### config.mk
export PLATFORM = sky130hd
export DESIGN_NAME = pr_hrav_result_arbiter
export DESIGN_NICKNAME = d
export VERILOG_FILES = /design/src/rtl/pr_hrav_result_arbiter.sv
export SDC_FILE = /design/constraint.sdc
export NUM_CORES = 1
export LEC_CHECK = 0
export CAP_MARGIN = 40
export CORE_AREA = 3 3 680 682
export DETAILED_ROUTE_END_ITERATION = 10
export DIE_AREA = 0 0 683 685
export GPL_TIMING_DRIVEN = 0
export PLACE_DENSITY = 0.3
export SYNTH_ARGS = -nofsm -noshare
export SYNTH_HDL_FRONTEND = slang
export SYNTH_SLANG_ARGS = --single-unit
### constraint.sdc
create_clock -name ACLK -period 2.7 [get_ports ACLK]
set_input_delay 0.27 -clock ACLK [delete_from_list [all_inputs] [get_ports ACLK]]
set_output_delay 0.27 -clock ACLK [all_outputs]
set_load 0.01 [all_outputs]
### src/rtl/pr_hrav_result_arbiter.sv
// Packet-granular arbiter merging core0, core1 and ICAP result streams onto one TX DMA stream.
// Optional HRAV_ARB_SRC_TAG_EN overwrites TUSER[23:16] with a per-source tag.
module pr_hrav_result_arbiter #(
  parameter int C_M_AXIS_DATA_WIDTH = 256,
  parameter int C_S_AXIS_DATA_WIDTH = 256,
  parameter int ICAP_PRIO           = 0,
  parameter int CNT_W               = 16
) (
  input  logic                               ACLK,
  input  logic                               ARESET,
  input  logic [C_S_AXIS_DATA_WIDTH-1:0]     CORE0_S_AXIS_TDATA,
  input  logic [C_S_AXIS_DATA_WIDTH/8-1:0]   CORE0_S_AXIS_TSTRB,
  input  logic [127:0]                       CORE0_S_AXIS_TUSER,
  input  logic                               CORE0_S_AXIS_TVALID,
  input  logic                               CORE0_S_AXIS_TLAST,
  output logic                               CORE0_S_AXIS_TREADY,
  input  logic [C_S_AXIS_DATA_WIDTH-1:0]     CORE1_S_AXIS_TDATA,
  input  logic [C_S_AXIS_DATA_WIDTH/8-1:0]   CORE1_S_AXIS_TSTRB,
  input  logic [127:0]                       CORE1_S_AXIS_TUSER,
  input  logic                               CORE1_S_AXIS_TVALID,
  input  logic                               CORE1_S_AXIS_TLAST,
  output logic                               CORE1_S_AXIS_TREADY,
  input  logic [C_S_AXIS_DATA_WIDTH-1:0]     ICAP_S_AXIS_TDATA,
  input  logic [C_S_AXIS_DATA_WIDTH/8-1:0]   ICAP_S_AXIS_TSTRB,
  input  logic [127:0]                       ICAP_S_AXIS_TUSER,
  input  logic                               ICAP_S_AXIS_TVALID,
  input  logic                               ICAP_S_AXIS_TLAST,
  output logic                               ICAP_S_AXIS_TREADY,
  output logic [C_M_AXIS_DATA_WIDTH-1:0]     M_AXIS_TDATA,
  output logic [C_M_AXIS_DATA_WIDTH/8-1:0]   M_AXIS_TSTRB,
  output logic [127:0]                       M_AXIS_TUSER,
  output logic                               M_AXIS_TVALID,
  output logic                               M_AXIS_TLAST,
  input  logic                               M_AXIS_TREADY,
  output logic [3*CNT_W-1:0]                 PKT_CNT,
  output logic [2:0]                         GRANT
);

  typedef enum logic [1:0] {IDLE, GNT_CORE0, GNT_CORE1, GNT_ICAP} state_t;

  state_t                            state;
  logic [1:0]                        rr_ptr;
  logic [2:0]                        grant_q;
  logic [CNT_W-1:0]                  cnt [3];

  logic [C_M_AXIS_DATA_WIDTH-1:0]    data_p0;
  logic [C_M_AXIS_DATA_WIDTH/8-1:0]  strb_p0;
  logic [127:0]                      user_p0;
  logic                              last_p0;
  logic                              vld_p0;

  logic [C_S_AXIS_DATA_WIDTH-1:0]    sel_data;
  logic [C_S_AXIS_DATA_WIDTH/8-1:0]  sel_strb;
  logic [127:0]                      sel_user;
  logic [127:0]                      out_user;
  logic                              sel_valid;
  logic                              sel_last;
  logic                              out_ready;
  logic                              accept;
  logic [1:0]                        cur_src;
  logic [1:0]                        win;
  logic [2:0]                        req;

  function automatic logic [1:0] rr_pick(input logic [2:0] r, input logic [1:0] ptr);
    logic [1:0] idx;
    rr_pick = 2'd3;
    for (int k = 2; k >= 0; k--) begin
      idx = 2'((int'(ptr) + k) % 3);
      if (r[idx]) rr_pick = idx;
    end
  endfunction

`ifdef HRAV_ARB_SRC_TAG_EN
  function automatic logic [127:0] tag_user(input logic [127:0] u, input logic [1:0] src);
    tag_user = u;
    case (src)
      2'd0:    tag_user[23:16] = 8'h01;
      2'd1:    tag_user[23:16] = 8'h04;
      default: tag_user[23:16] = 8'h10;
    endcase
  endfunction

  assign out_user = tag_user(sel_user, cur_src);
`else
  assign out_user = sel_user;
`endif

  assign req       = {ICAP_S_AXIS_TVALID, CORE1_S_AXIS_TVALID, CORE0_S_AXIS_TVALID};
  assign cur_src   = state - 2'd1;
  assign out_ready = ~vld_p0 | M_AXIS_TREADY;
  assign accept    = sel_valid & out_ready & ~ARESET;

  // Ready is withheld during reset so no beat can slip into a discarded cycle.
  assign CORE0_S_AXIS_TREADY = grant_q[0] & out_ready & ~ARESET;
  assign CORE1_S_AXIS_TREADY = grant_q[1] & out_ready & ~ARESET;
  assign ICAP_S_AXIS_TREADY  = grant_q[2] & out_ready & ~ARESET;

  always_comb begin
    win = rr_pick(req, rr_ptr);
    if (ICAP_PRIO != 0 && req[2]) win = 2'd2;
  end

  always_comb begin
    sel_valid = 1'b0;
    sel_data  = '0;
    sel_strb  = '0;
    sel_user  = '0;
    sel_last  = 1'b0;
    case (state)
      GNT_CORE0: begin
        sel_valid = CORE0_S_AXIS_TVALID;
        sel_data  = CORE0_S_AXIS_TDATA;
        sel_strb  = CORE0_S_AXIS_TSTRB;
        sel_user  = CORE0_S_AXIS_TUSER;
        sel_last  = CORE0_S_AXIS_TLAST;
      end
      GNT_CORE1: begin
        sel_valid = CORE1_S_AXIS_TVALID;
        sel_data  = CORE1_S_AXIS_TDATA;
        sel_strb  = CORE1_S_AXIS_TSTRB;
        sel_user  = CORE1_S_AXIS_TUSER;
        sel_last  = CORE1_S_AXIS_TLAST;
      end
      GNT_ICAP: begin
        sel_valid = ICAP_S_AXIS_TVALID;
        sel_data  = ICAP_S_AXIS_TDATA;
        sel_strb  = ICAP_S_AXIS_TSTRB;
        sel_user  = ICAP_S_AXIS_TUSER;
        sel_last  = ICAP_S_AXIS_TLAST;
      end
      default: ;
    endcase
  end

  // Arbitration FSM and per-source packet counters.
  always_ff @(posedge ACLK) begin
    if (ARESET) begin
      state   <= IDLE;
      rr_ptr  <= 2'd0;
      grant_q <= 3'b000;
      for (int k = 0; k < 3; k++) cnt[k] <= '0;
    end else begin
      case (state)
        IDLE: begin
          if (win != 2'd3) begin
            state   <= state_t'(win + 2'd1);
            grant_q <= 3'b001 << win;
          end
        end
        default: begin
          if (accept && sel_last) begin
            state   <= IDLE;
            grant_q <= 3'b000;
            rr_ptr  <= (cur_src == 2'd2) ? 2'd0 : cur_src + 2'd1;
            for (int k = 0; k < 3; k++)
              if (cur_src == 2'(k)) cnt[k] <= cnt[k] + 1'b1;
          end
        end
      endcase
    end
  end

  // Stage p0: single output register toward TX DMA.
  always_ff @(posedge ACLK) begin
    if (ARESET) begin
      vld_p0  <= 1'b0;
      data_p0 <= '0;
      strb_p0 <= '0;
      user_p0 <= '0;
      last_p0 <= 1'b0;
    end else if (accept) begin
      vld_p0  <= 1'b1;
      data_p0 <= sel_data;
      strb_p0 <= sel_strb;
      user_p0 <= out_user;
      last_p0 <= sel_last;
    end else if (M_AXIS_TREADY) begin
      vld_p0  <= 1'b0;
    end
  end

  assign M_AXIS_TDATA  = data_p0;
  assign M_AXIS_TSTRB  = strb_p0;
  assign M_AXIS_TUSER  = user_p0;
  assign M_AXIS_TLAST  = last_p0;
  assign M_AXIS_TVALID = vld_p0;
  assign GRANT         = grant_q;
  assign PKT_CNT       = {cnt[2], cnt[1], cnt[0]};

endmodule

==> results of run 1 <==
[tightest hold or removal path, cell delays in order]
cell and delay (ps):
clkdlybuf4s50_1 400, a22oi_1 180, a211oi_1 90
[registers in the layout (all words and copies together), names as in the netlist]
register,cells
M_AXIS_TDATA,256
M_AXIS_TUSER,128
cnt,48
M_AXIS_TSTRB,32
GRANT,3
rr_ptr,2
state,2
M_AXIS_TLAST,1
M_AXIS_TVALID,1
[worst min path at each step]
stage / end / cells past startpoint / start
2_1_floorplan: rr_ptr[1] / 2 / rr_ptr[1]
3_3_place_gp: rr_ptr[0] / 2 / rr_ptr[0]
3_5_place_dp: rr_ptr[1] / 2 / rr_ptr[1]
4_1_cts: M_AXIS_TDATA[217] / 3 / CORE0_S_AXIS_TDATA[217]
5_1_grt: M_AXIS_TUSER[80] / 3 / CORE0_S_AXIS_TUSER[80]
6_report: M_AXIS_TDATA[217] / 3 / CORE0_S_AXIS_TDATA[217]
[what timing repair did]
| action | CTS | global route |
|---|---|---|
| buffers inserted | 7 | 0 |
| gates cloned | 1 | 0 |
| setup endpoints to repair | 521 | 111 |
| resized for setup | 140 | 44 |
| pin swaps | 4 | 1 |
[stage by stage]
step / cells / hold slack [ps] / utilization (%) / TNS, ps
after floorplan: 2707 / 466 / - / 0
after global routing: 10800 / 166 / 12.3 / -10.3
after global placement: 10600 / 500 / 11.4 / -787990
after detailed placement: 10600 / 501 / 11.6 / -502770
after CTS: 10800 / 99.2 / 12.3 / -415
final: 10800 / 224 / 12.4 / 0
[cells by family (layout without fill, tap and decap cells)]
| kind of cell | count (synthesis) | count (layout) | synth area share [%] |
|---|---|---|---|
| XOR/XNOR | 42 | 42 | 1.36 |
| adder cells (fa/ha/maj) | 10 | 10 | 0.453 |
| flip-flops | 473 | 473 | 36.8 |
| multiplexers | 418 | 418 | 17.4 |
| AND/OR/NAND/NOR | 147 | 147 | 2.73 |
| buffers and inverters | 349 | 2285 | 6.18 |
| AO/OA/AOI/OAI | 1268 | 1268 | 35.1 |
| other | 0 | 20 | 0 |
[metal layers]
| layer | up-vias | track usage, % | wire length (um) | share of wire (%) |
|---|---|---|---|---|
| li1 | 14500 | - | - | - |
| met1 | 16800 | 16.7 | 139000 | 39 |
| met2 | 1550 | 26.5 | 181000 | 51 |
| met3 | 286 | 4.91 | 31700 | 8.9 |
| met4 | 56 | 2.01 | 4790 | 1.3 |
| met5 | - | 0 | 404 | 0.11 |
[cell usage in the layout (no fill, tap or decap), types with 4 or more instances in the layout]
master           count
clkdlybuf4s50_1   1727
dfxtp_1            425
a21oi_1            419
mux2_2             416
a22oi_1            370
a211oi_1           216
a211oi_2           200
clkbuf_1           140
buf_2              104
clkbuf_16           79
nor2_1              54
buf_6               52
edfxtp_1            48
a22oi_2             46
clkbuf_2            41
buf_4               30
xnor2_1             29
buf_8               27
diode_2             20
nand3_1             17
inv_1               15
nand4_1             15
nor4_1              14
clkbuf_8            14
xor2_1              13
nor3_1              11
buf_16              11
bufinv_16           11
nand2_1             10
clkbuf_4             9
ha_1                 9
buf_12               8
clkinv_2             8
o21ai_0              4
and3_1               4
nand3b_1             4
[area by class of cell]
class	count	area [um2]	share of cell area, %
clock inverter	26	458	0.812
clock buffer	106	2180	3.86
inverter	15	56.3	0.0999
buffer	332	1900	3.37
timing repair buffer	1806	18400	32.7
sequential	473	9950	17.6
multi-input combinational	1885	15700	27.9
antenna	20	50.0	0.0888
tap	6125	7660	13.6
[power by group through the flow]
stage                     sequential, uW  clock (uW)  combinational [uW]
after detailed placement           11000           0               36700
after global placement             11000           0               35500
after global routing               11100       11500               38900
final                              10900       10900               36400
after floorplan                    11200           0               14000
after CTS                          10900       11300               37700
==> insert_results.sql, run 1 <==
INSERT INTO impl_metrics (metric_group, metric, value, unit) VALUES
('power_and_ir_drop', 'p_clk_share', '18.7', '%'),
('detailed_routing', 'drt_pre_antenna_iters', '5', ''),
('power_and_ir_drop', 'int_power', '29500', 'uW'),
('synth', 'async_reset_ff_share', '0', '%'),
('sta', 'relSlewSlack', '41.9', '%'),
('place', 'portBuffers', '1727', ''),
('min_path', 'hold_path.class', 'primary input to flop', ''),
('clocking', 'clock_tree.htree_level_count', '3', ''),
('synth', 'synthTopCellsByCount', '425 x dfxtp_1, 420 x a21oi_1, 416 x a22oi_1, 416 x mux2_2, 216 x a211oi_1', ''),
('clocking', 'path_clk_slew', '60', 'ps'),
('setup_path', 'r2r_end', 'M_AXIS_TDATA[88]', ''),
('synth', 'ys_seq_elements', '473', ''),
('clocking', 'buffer_cell_driving_the_clock_tree_root', 'clkbuf_16', ''),
('synth', 'synth_most_common_cell', 'dfxtp_1', ''),
('setup_path', 'worst-r2r-setup-slack', '80', 'ps'),
('sta', 'final_period_minus_worst_setup_slack', '2620', 'ps'),
('setup_path', 'cp_data_required_time', '3310', 'ps'),
('setup_path', 'cp_common_cell', 'buf_12', ''),
('synth', 'cell_area_synth', '27000', 'um2'),
('place', 'dp_slack', '-1680', 'ps'),
('setup_path', 'crit_path_start_kind', 'flop', ''),
('setup_path', 'worstSetupEndpoint', 'M_AXIS_TDATA[88]', ''),
('setup_path', 'crit_family', 'buffers and inverters', ''),
('sta', 'worst_clock_skew', '41.0', 'ps'),
('finish', 'nets', '5856', ''),
('floorplan', 'dieWidth', '683', 'um'),
('power_and_ir_drop', 'switching_share', '49.3', '%'),
('floorplan', 'core_area', '456000', 'um2'),
('power_and_ir_drop', 'power-per-cell-area', '1030', 'nW/um2'),
('clocking', 'numCtsBuffers', '77', ''),
('sta', 'report.final.setup_viol', '0', ''),
('detailed_routing', 'drc', '0', ''),
('detailed_routing', 'avgViaCountPerCell', '3.07', ''),
('finish', 'layout-drive-gt1-share', '23.2', '%'),
('sta', 'min_period_over_period', '96.9', '%'),
('global_routing', 'first_global_vias', '34400', ''),
('global_routing', 'largest_net_degree_at_the_start_of_global_routing', '17', ''),
('setup_path', 'worst-path-buf-inv', '4', ''),
('synth', 'synth_largest_area_cell', 'dfxtp_1', ''),
('sta', 'report.final.slew_viol_count', '0', ''),
('floorplan', 'die_outline_area', '468000', 'um2'),
('setup_path', 'worstPathArrival', '3220', 'ps'),
('outcome', 'outcome', 'finished, final reports clean', ''),
('place', 'dpl_cell_area', '53000', 'um2'),
('setup_path', 'crit_slowest_cell', 'a22oi_1', ''),
('power_and_ir_drop', 'cellLeakagePower', '0.0170', 'uW'),
('synth', 'netlist.area_leader.share', '31.5', '%'),
('clocking', 'cts_tree', 'built', ''),
('synth', 'ys_top_cells_by_area', 'dfxtp_1 31%, mux2_2 17%, a22oi_1 12%', ''),
('power_and_ir_drop', 'fin_total_pwr', '58200', 'uW'),
('setup_path', 'path_max_fanout', '10', ''),
('synth', 'dominantRegCellSynth', 'dfxtp_1', ''),
('detailed_routing', 'dr.first_iter.drc_count', '2136', ''),
('sta', 'timing.fmax', '382', 'MHz'),
('setup_path', 'critical_path.endpoint_type', 'flop', ''),
('floorplan', 'initial_core_util', '5.93', '%'),
('place', 'post-dp-hpwl', '319000', 'um'),
('global_routing', 'grt_first_pass_wirelength', '434000', 'um'),
('clocking', 'insertion_delay', '780', 'ps'),
('setup_path', 'r2r-start', 'state[0]', ''),
('run', 'number_of_max_cap_violations', '0', ''),
('finish', 'fillers', '51900', ''),
('setup_path', 'timing.critical_path.depth', '7', ''),
('setup_path', 'timing_worst_setup_path_type', 'flop to flop', ''),
('setup_path', 'worst_setup_path_startpoint', 'state[0]', ''),
('synth', 'syn-num-nets', '3973', ''),
('detailed_routing', 'wl_per_cell', '33.1', 'um'),
('clocking', 'clkSinkCount', '473', ''),
('global_routing', 'number_of_antenna_violations_at_the_first_check_in_global_routing', '133', ''),
('setup_path', 'r2r.worst_path.cells', '7', ''),
('clocking', 'cts_buffer_depth', '4', '');
Power figures use the tool's default switching activity.
==> run 2, diff against run 1 <==
GPL_TIMING_DRIVEN = not set   (was 0)
==> insert_results.sql, run 2 (synthesis results as in run 1) <==
INSERT INTO impl_metrics (metric_group, metric, value, unit) VALUES
('global_routing', 'largest_net_degree_at_the_start_of_global_routing', '126', ''),
('clocking', 'cts_buffer_depth', '4', ''),
('power_and_ir_drop', 'switching_share', '47.8', '%'),
('setup_path', 'critical_path.endpoint_type', 'output port', ''),
('clocking', 'cts_tree', 'built', ''),
('place', 'post-dp-hpwl', '279000', 'um'),
('detailed_routing', 'drt_pre_antenna_iters', '7', ''),
('sta', 'timing.fmax', '403', 'MHz'),
('floorplan', 'die-height', '685', 'um'),
('finish', 'final_common_cell', 'clkdlybuf4s50_1', ''),
('detailed_routing', 'antenna_left', '0', ''),
('detailed_routing', 'wl_per_cell', '30.1', 'um'),
('sta', 'relSlewSlack', '32.8', '%'),
('clocking', 'insertion_delay', '800', 'ps'),
('sta', 'report.final.slew_viol_count', '0', ''),
('finish', 'fillers', '52000', ''),
('sta', 'min_period_over_period', '91.9', '%'),
('power_and_ir_drop', 'power.combinational.fraction', '60.9', '%'),
('sta', 'rsz0062_at_grt', 'false', ''),
('setup_path', 'timing_worst_setup_path_type', 'flop to output port', ''),
('power_and_ir_drop', 'power-per-cell-area', '988', 'nW/um2'),
('min_path', 'hold_path.class', 'primary input to flop', ''),
('clocking', 'clock_tree.htree_level_count', '3', ''),
('sta', 'final_period_minus_worst_setup_slack', '2480', 'ps'),
('detailed_routing', 'avgViaCountPerCell', '2.98', ''),
('global_routing', 'grt_first_pass_wirelength', '391000', 'um'),
('power_and_ir_drop', 'fin_total_pwr', '54600', 'uW'),
('finish', 'syn_to_final_growth', '104', '%'),
('global_routing', 'grt-ovfl-total', '0', ''),
('power_and_ir_drop', 'int_power', '28500', 'uW'),
('global_routing', 'track_usage', '13.0', '%'),
('floorplan', 'dieWidth', '683', 'um'),
('floorplan', 'io_pins', '1729', ''),
('finish', 'commonest_cells_after_routing_fill_and_taps_aside', '1,692 x clkdlybuf4s50_1, 423 x dfxtp_1, 419 x a21oi_1', ''),
('power_and_ir_drop', 'highest_ir_drop_seen_on_vdd', '0.000438', 'V'),
('global_routing', 'first_global_vias', '32500', ''),
('power_and_ir_drop', 'power.net_switching', '26100', 'uW'),
('place', 'final_replace_weighted_congestion', '0.896', ''),
('detailed_routing', 'drc', '0', ''),
('detailed_routing', 'dr_total_vias', '31500', ''),
('floorplan', 'std_cell_rows', '248', ''),
('sta', 'report.final.setup_viol', '0', ''),
('sta', 'finalHoldViolations', '0', ''),
('floorplan', 'core_area', '456000', 'um2'),
('place', 'portBuffers', '1728', ''),
('clocking', 'path_clk_slew', '60', 'ps'),
('power_and_ir_drop', 'cellLeakagePower', '0.0165', 'uW'),
('setup_path', 'cp_data_required_time', '2430', 'ps'),
('clocking', 'postCtsSetupRepairBufs', '0', ''),
('sta', 'worstMarginPinSlew', '1010', 'ps'),
('sta', 'timing.hold.ws', '207', 'ps'),
('clocking', 'clkSinkCount', '473', ''),
('sta', 'final.setup.tns', '0', 'ps'),
('sta', 'worst_clock_skew', '47.7', 'ps'),
('setup_path', 'path_max_fanout', '6', ''),
('floorplan', 'die_outline_area', '468000', 'um2'),
('power_and_ir_drop', 'p_clk_share', '18.9', '%'),
('detailed_routing', 'dr.first_iter.drc_count', '2153', ''),
('finish', 'layout-drive-gt1-share', '22.6', '%'),
('setup_path', 'worstPathArrival', '2210', 'ps'),
('finish', 'largest_reg_flops', '256', ''),
('clocking', 'numCtsBuffers', '78', ''),
('outcome', 'outcome', 'finished, final reports clean', ''),
('detailed_routing', 'wl', '319000', 'um'),
('global_routing', 'number_of_antenna_violations_at_the_first_check_in_global_routing', '134', ''),
('finish', 'nets', '5664', ''),
('clocking', 'buffer_cell_driving_the_clock_tree_root', 'clkbuf_16', ''),
('floorplan', 'initial_core_util', '5.93', '%'),
('power_and_ir_drop', 'power_frac_seq', '20.2', '%'),
('setup_path', 'crit_path_start_kind', 'flop', ''),
('run', 'number_of_max_cap_violations', '0', '');
run 2: cell count changes in the layout (fill, tap and decap cells not counted), sizes merged:
cell | previous run | this run
bufbuf | 1 | 0
dlygate4sd3 | 0 | 1
inv | 17 | 22
clkbuf | 283 | 94
buf | 233 | 252
clkinv | 11 | 25
clkinvlp | 2 | 4
bufinv | 11 | 6
diode | 20 | 22
clkdlybuf4s50 | 1727 | 1692
run 2: through the flow:
| step | cells | instance area [um2] | setup slack, ps | utilization (%) |
|---|---|---|---|---|
| global placement | 10400 | 52700 | 43.7 | 11.5 |
| floorplan | 2707 | 27000 | 243 | - |
| finish | 10600 | 55300 | 218 | 12.1 |
| detailed placement | 10400 | 52700 | 45.6 | 11.5 |
| global route | 10600 | 55200 | 67.7 | 12.1 |
| CTS | 10600 | 55200 | 93.9 | 12.1 |
run 2: critical path, cell delays in order (launching register included):
cell	delay (ps)
dfxtp_1	310
nor2b_2	160
buf_12	150
nor3_1	150
clkdlybuf4s50_1	650
run 2: timing repair:
action / CTS / global route
setup endpoints to repair: 0 / 3
gates resized for setup: 0 / 1
hold buffers: 1 / 0
hold endpoints to repair: 33 / 0
run 2: area by class of cell:
type / count / area, um2 / area share, %
Inverter: 15 / 56.3 / 0.102
Multi-Input combinational cell: 1885 / 15500 / 28.0
Antenna cell: 22 / 55.1 / 0.0996
Tap cell: 6125 / 7660 / 13.9
Clock buffer: 94 / 2080 / 3.77
Sequential cell: 473 / 9960 / 18.0
Clock inverter: 42 / 434 / 0.786
Timing Repair Buffer: 1945 / 19600 / 35.4
run 2: power groups by stage:
stage          combinational [uW]  clock [uW]  sequential, uW
2_1_floorplan               14000           0           11200
6_report                    33300       10300           11000
3_3_place_gp                34100           0           11200
5_1_grt                     35600       10900           11300
3_5_place_dp                34200           0           11100
4_1_cts                     34400       10800           11100
run 2: final timing paths:
check | from | cells after the start | endpoint | slack [ps]
setup reg to reg | rr_ptr[0] | 11 | GRANT[2] | 280
hold / removal | CORE0_S_AXIS_TUSER[1] | 3 | M_AXIS_TUSER[1] | 210
hold reg to reg | M_AXIS_TLAST | 2 | M_AXIS_TLAST | 510
setup / recovery | M_AXIS_TVALID | 4 | CORE1_S_AXIS_TREADY | 220
run 2: metal layers:
metal	global-route usage [%]	routed length, um
met5	0	436
met4	2.54	6500
met1	13.9	116000
met2	23.0	158000
met3	6.35	38000
